==> src/rtl/cas_tape_player.sv <==
// Cassette tape playback engine: fetches tape-image bytes and shifts them out MSB-first.
// Define TAPE_LOOP_EN to wrap back to byte 0 at end of tape instead of stopping with eof.
module cas_tape_player #(
    parameter int BIT_CYCLES = 1136,
    parameter int AW         = 25
) (
    input  logic          i_clk,
    input  logic          reset,
    input  logic          play,
    input  logic          rewind,
    input  logic [AW-1:0] tape_len,
    input  logic          tape_len_valid,
    output logic [AW-1:0] mem_addr,
    output logic          mem_rd,
    input  logic          mem_ack,
    input  logic [7:0]    mem_data,
    output logic [AW-1:0] pos,
    output logic [AW-1:0] max,
    output logic [7:0]    tape_data,
    output logic          cas_out,
    output logic          eof
);

    localparam int DW = $clog2(BIT_CYCLES);
    localparam logic [DW-1:0] DIV_LAST = DW'(BIT_CYCLES - 1);

    localparam logic [1:0] S_IDLE  = 2'd0;
    localparam logic [1:0] S_FETCH = 2'd1;
    localparam logic [1:0] S_SHIFT = 2'd2;
    localparam logic [1:0] S_DONE  = 2'd3;

    logic [1:0]    state_q, state_d;
    logic [AW-1:0] pos_q, pos_d;
    logic [AW-1:0] max_q, max_d;
    logic [7:0]    tape_data_q, tape_data_d;
    logic [7:0]    shreg_q, shreg_d;
    logic [2:0]    bitcnt_q, bitcnt_d;
    logic [DW-1:0] divcnt_q, divcnt_d;
    logic          mem_rd_q, mem_rd_d;
    logic          eof_q, eof_d;
    logic [AW-1:0] pos_inc;

    assign pos_inc = pos_q + AW'(1);

    always_comb begin
        state_d     = state_q;
        pos_d       = pos_q;
        max_d       = max_q;
        tape_data_d = tape_data_q;
        shreg_d     = shreg_q;
        bitcnt_d    = bitcnt_q;
        divcnt_d    = divcnt_q;
        mem_rd_d    = mem_rd_q;
        eof_d       = eof_q;
        if (rewind || tape_len_valid) begin
            pos_d    = '0;
            eof_d    = 1'b0;
            mem_rd_d = 1'b0;
            state_d  = S_IDLE;
            if (tape_len_valid) begin
                max_d = tape_len;
            end
        end else begin
            case (state_q)
                S_IDLE: begin
                    if (play && (max_q != '0) && !eof_q) begin
                        state_d  = S_FETCH;
                        mem_rd_d = 1'b1;
                    end
                end
                S_FETCH: begin
                    if (mem_ack) begin
                        tape_data_d = mem_data;
                        shreg_d     = mem_data;
                        mem_rd_d    = 1'b0;
                        bitcnt_d    = '0;
                        divcnt_d    = '0;
                        state_d     = S_SHIFT;
                    end
                end
                S_SHIFT: begin
                    if (divcnt_q != DIV_LAST) begin
                        divcnt_d = divcnt_q + DW'(1);
                    end else if (bitcnt_q != 3'd7) begin
                        divcnt_d = '0;
                        shreg_d  = {shreg_q[6:0], 1'b0};
                        bitcnt_d = bitcnt_q + 3'd1;
                    end else begin
                        divcnt_d = '0;
                        // Byte boundary: advance, then fetch only if still playing.
                        if (pos_inc == max_q) begin
`ifdef TAPE_LOOP_EN
                            pos_d    = '0;
                            state_d  = play ? S_FETCH : S_IDLE;
                            mem_rd_d = play;
`else
                            state_d  = S_DONE;
                            eof_d    = 1'b1;
`endif
                        end else begin
                            pos_d    = pos_inc;
                            state_d  = play ? S_FETCH : S_IDLE;
                            mem_rd_d = play;
                        end
                    end
                end
                S_DONE: begin
                    state_d = S_DONE;
                end
                default: begin
                    state_d = S_IDLE;
                end
            endcase
        end
    end

    always_ff @(posedge i_clk) begin
        if (reset) begin
            state_q     <= S_IDLE;
            pos_q       <= '0;
            max_q       <= '0;
            tape_data_q <= '0;
            shreg_q     <= '0;
            bitcnt_q    <= '0;
            divcnt_q    <= '0;
            mem_rd_q    <= 1'b0;
            eof_q       <= 1'b0;
        end else begin
            state_q     <= state_d;
            pos_q       <= pos_d;
            max_q       <= max_d;
            tape_data_q <= tape_data_d;
            shreg_q     <= shreg_d;
            bitcnt_q    <= bitcnt_d;
            divcnt_q    <= divcnt_d;
            mem_rd_q    <= mem_rd_d;
            eof_q       <= eof_d;
        end
    end

    assign mem_addr  = pos_q;
    assign mem_rd    = mem_rd_q;
    assign pos       = pos_q;
    assign max       = max_q;
    assign tape_data = tape_data_q;
    assign eof       = eof_q;
    assign cas_out   = (state_q == S_SHIFT) & shreg_q[7];

endmodule
==> config.mk <==
export PLATFORM = sky130hd
export DESIGN_NAME = cas_tape_player
export DESIGN_NICKNAME = d
export VERILOG_FILES = /design/src/rtl/cas_tape_player.sv
export SDC_FILE = /design/constraint.sdc
export NUM_CORES = 1
export LEC_CHECK = 0
export BUFFER_PORTS_ARGS = -buffer_cell sky130_fd_sc_hd__buf_2
export CAP_MARGIN = 5
export CORE_MARGIN = 3
export CORE_UTILIZATION = 49
export DETAILED_ROUTE_END_ITERATION = 10
export GPL_ROUTABILITY_DRIVEN = 0
export MAX_ROUTING_LAYER = met4
export PLACE_DENSITY = 0.77
export SLEW_MARGIN = 15
export SYNTH_ARGS = -nofsm -noshare
export SYNTH_HDL_FRONTEND = slang
export SYNTH_SLANG_ARGS = --single-unit
==> constraint.sdc <==
create_clock -name i_clk -period 3.16 [get_ports i_clk]
set_clock_uncertainty 0.1 [all_clocks]
set_input_delay 0.158 -clock i_clk [delete_from_list [all_inputs] [get_ports i_clk]]
set_output_delay 0.158 -clock i_clk [all_outputs]
set_load 0.005 [all_outputs]
==> impl_metrics.tcl <==
set metrics [dict create \
    outcome "finished, final reports clean" \
    clk_latency_ns 0.37 \
    track_usage 0.254 \
    clk_pin_slew_ns 0.09 \
    synth_nets 652 \
    ios 125 \
    cts.sinks 84 \
    timing_hold_violations_final 0 \
    worst_pin_slew_ns 0.827 \
    maxCapViolations 0 \
    cts_buffers 9 \
    syn_inst 604 \
    area_growth_pct 27.4 \
    first_global_vias 4688 \
    routed_wl_um 14900 \
    avgSynthCellArea_um2 8.28 \
    die_w_um 107 \
    ys.flop_type "dfxtp_1" \
    ff2ff_setup_slack_ns 0.006 \
    design_area_mm2 0.00637 \
    fin_nets 795 \
    syn_area_mm2 0.00500 \
    ys_top_cells_by_count "dfxtp_1 (84), nor2_1 (75), nand2_1 (37)" \
    dpl_cell_area_mm2 0.00568 \
    fin_crit_sh 0.998 \
    dr.pass1.iters 7 \
    drt_iter0_drc 314 \
    clockBufferDepth 2 \
    cp-start-kind "flop" \
    fmax_mhz 317 \
    worstPathCellList "ha_2 -> nand4_1 -> nor4_4 -> buf_4 -> nand3_2 -> xnor2_2 -> or4b_4 -> o31ai_4 -> buf_6 -> clkbuf_16 -> or3_1 -> a21oi_1" \
    hold_slack_ns 0.0385 \
    num_vias 5167 \
    drv_slew 0 \
    ant_nets 0 \
    dp_hpwl_um 10100 \
    peakVddDrop_v 0.000280 \
    fin_crit_ns 3.15 \
    async_reset_ff_frac 0 \
    yosysWarnings 0 \
    arrival_ns 3.30 \
    synth_top_area_frac 0.336 \
    cts_tree "yes" \
    clockRootBuffer "clkbuf_8" \
    required_ns 3.31 \
    p_leak_uw 0.00266 \
    synth_top_cell_by_area "dfxtp_1" \
    ys_seq_elements 84 \
    power_density_mw_per_mm2 352 \
    antenna_found_initial 0 \
    grt_max_degree 49 \
    end_kind "flop" \
    synth_area_leaders "dfxtp_1 (34%), mux2i_1 (7.0%), nor2_1 (5.6%)" \
    drive_above_1_share 0.297 \
    ys_types 60 \
    drcViolationCount 0 \
    die_area_mm2 0.0115 \
    num_rows 36 \
    core_area_mm2 0.00986 \
    min_path_type "in -> reg" \
    die_h_um 107 \
    ys_seq_area_frac 0.336 \
    path_max_fanout 12 \
    critPathMaxStageDelay_ns 0.57 \
    slowest_stage "or4b_4" \
    start_util 0.507 \
    yosysMostFrequentCell "dfxtp_1" \
    io_buffer_count 124 \
    setup_violations 0 \
    wire_per_inst_um 16.8 \
    diodes 0 \
    via_per_inst 5.84 \
    synth-edff-count 0 \
    grt_overflow 0 \
    relSlewSlack 0.449 \
    critPathKind "reg -> reg" \
    grt_pass1_wl_um 22800 \
    htreeDepth 3 \
]
[repair_timing]
action                                  in CTS  in global routing
resized for setup                            0                 14
hold endpoints to repair                    34                  0
setup buffers                                0                  2
hold buffers                                33                  0
endpoints found under the setup margin       0                 28
[cells in the final DEF (no fill, tap or decap), drive strengths merged, types with 16 or more instances in the layout]
| cell type | count |
|---|---|
| buf | 162 |
| dfxtp | 84 |
| nor2 | 75 |
| a21oi | 45 |
| nand2 | 37 |
| mux2i | 35 |
| dlygate4sd3 | 33 |
| nand3 | 32 |
| xnor2 | 28 |
| o21ai | 28 |
| or3 | 26 |
| nor4 | 16 |
[through the flow]
step	std cells	TNS [ns]	setup WS (ns)	util	total power (uW)
after detailed placement	831	0	0.0666	0.575	1340
final	885	0	0.00613	0.646	2240
after global placement	831	0	0.116	0.575	1330
after global routing	885	-0.758	-0.0741	0.646	2320
after CTS	880	0	0.0622	0.632	2250
after floorplan	604	0	0.0747	-	1250
[metal layers]
layer / vias to the layer above / wire length [um] / global-route usage
li1: 2418 / - / -
met1: 2447 / 5960 / 0.305
met2: 241 / 7190 / 0.418
met3: 61 / 1210 / 0.0614
met4: 0 / 526 / 0.0849
met5: - / 0 / -
[critical path, delay by kind of cell, from the launching register on]
kind | cells | cell delay, ns
AOI/OAI and AO/OA | 2 | 0.32
xor gates and xnor gates | 1 | 0.19
adders and majority gates | 1 | 0.19
buffers and inverters | 3 | 0.51
DFF | 1 | 0.35
and+or+nand+nor | 5 | 1.37
[worst paths after layout]
kind                                                start                   endpoint  cells past startpoint
worst max register to register   mem_addr[0]$_SDFFE_PP0P_  mem_addr[10]$_SDFFE_PP0P_                     12
worst max-delay path             mem_addr[0]$_SDFFE_PP0P_  mem_addr[10]$_SDFFE_PP0P_                     12
worst min register to register  tape_data[0]$_SDFFE_PP0P_  tape_data[0]$_SDFFE_PP0P_                      2
worst min-delay path                                 play    state_q[0]$_SDFFE_PP0P_                      3
[sequential cells by signal (all words and copies together), names as in the netlist]
register / cells
bitcnt_q: 3
divcnt_q: 11
eof: 1
max: 25
mem_addr: 25
mem_rd: 1
shreg_q: 8
state_q: 2
tape_data: 8
[cells by family (layout without fill, tap and decap cells)]
family,after synthesis,after routing,synth area share
buffers and inverters,74,222,0.0851
XOR/XNOR,40,40,0.0716
AND/OR/NAND/NOR,258,258,0.277
AO/OA/AOI/OAI,104,104,0.138
flip-flops,84,84,0.336
adder cells (fa/ha/maj),9,9,0.0225
multiplexers,35,35,0.0701
[report_power, final]
part / internal (uW) / total, uW / switching [uW]
Clock: 475 / 894 / 419
Sequential: 1080 / 1110 / 32.0
Combinational: 124 / 239 / 115
[final cells by class]
| cell class | instances | area [um2] |
|---|---|---|
| Clock buffer | 10 | 138 |
| Sequential cell | 84 | 1690 |
| Multi-Input combinational cell | 446 | 2940 |
| Timing Repair Buffer | 197 | 1310 |
| Fill cell | 820 | 3490 |
| Clock inverter | 6 | 95.1 |
| Tap cell | 133 | 166 |
| Inverter | 9 | 33.8 |
No activity file was read; power rests on OpenSTA's default activity.
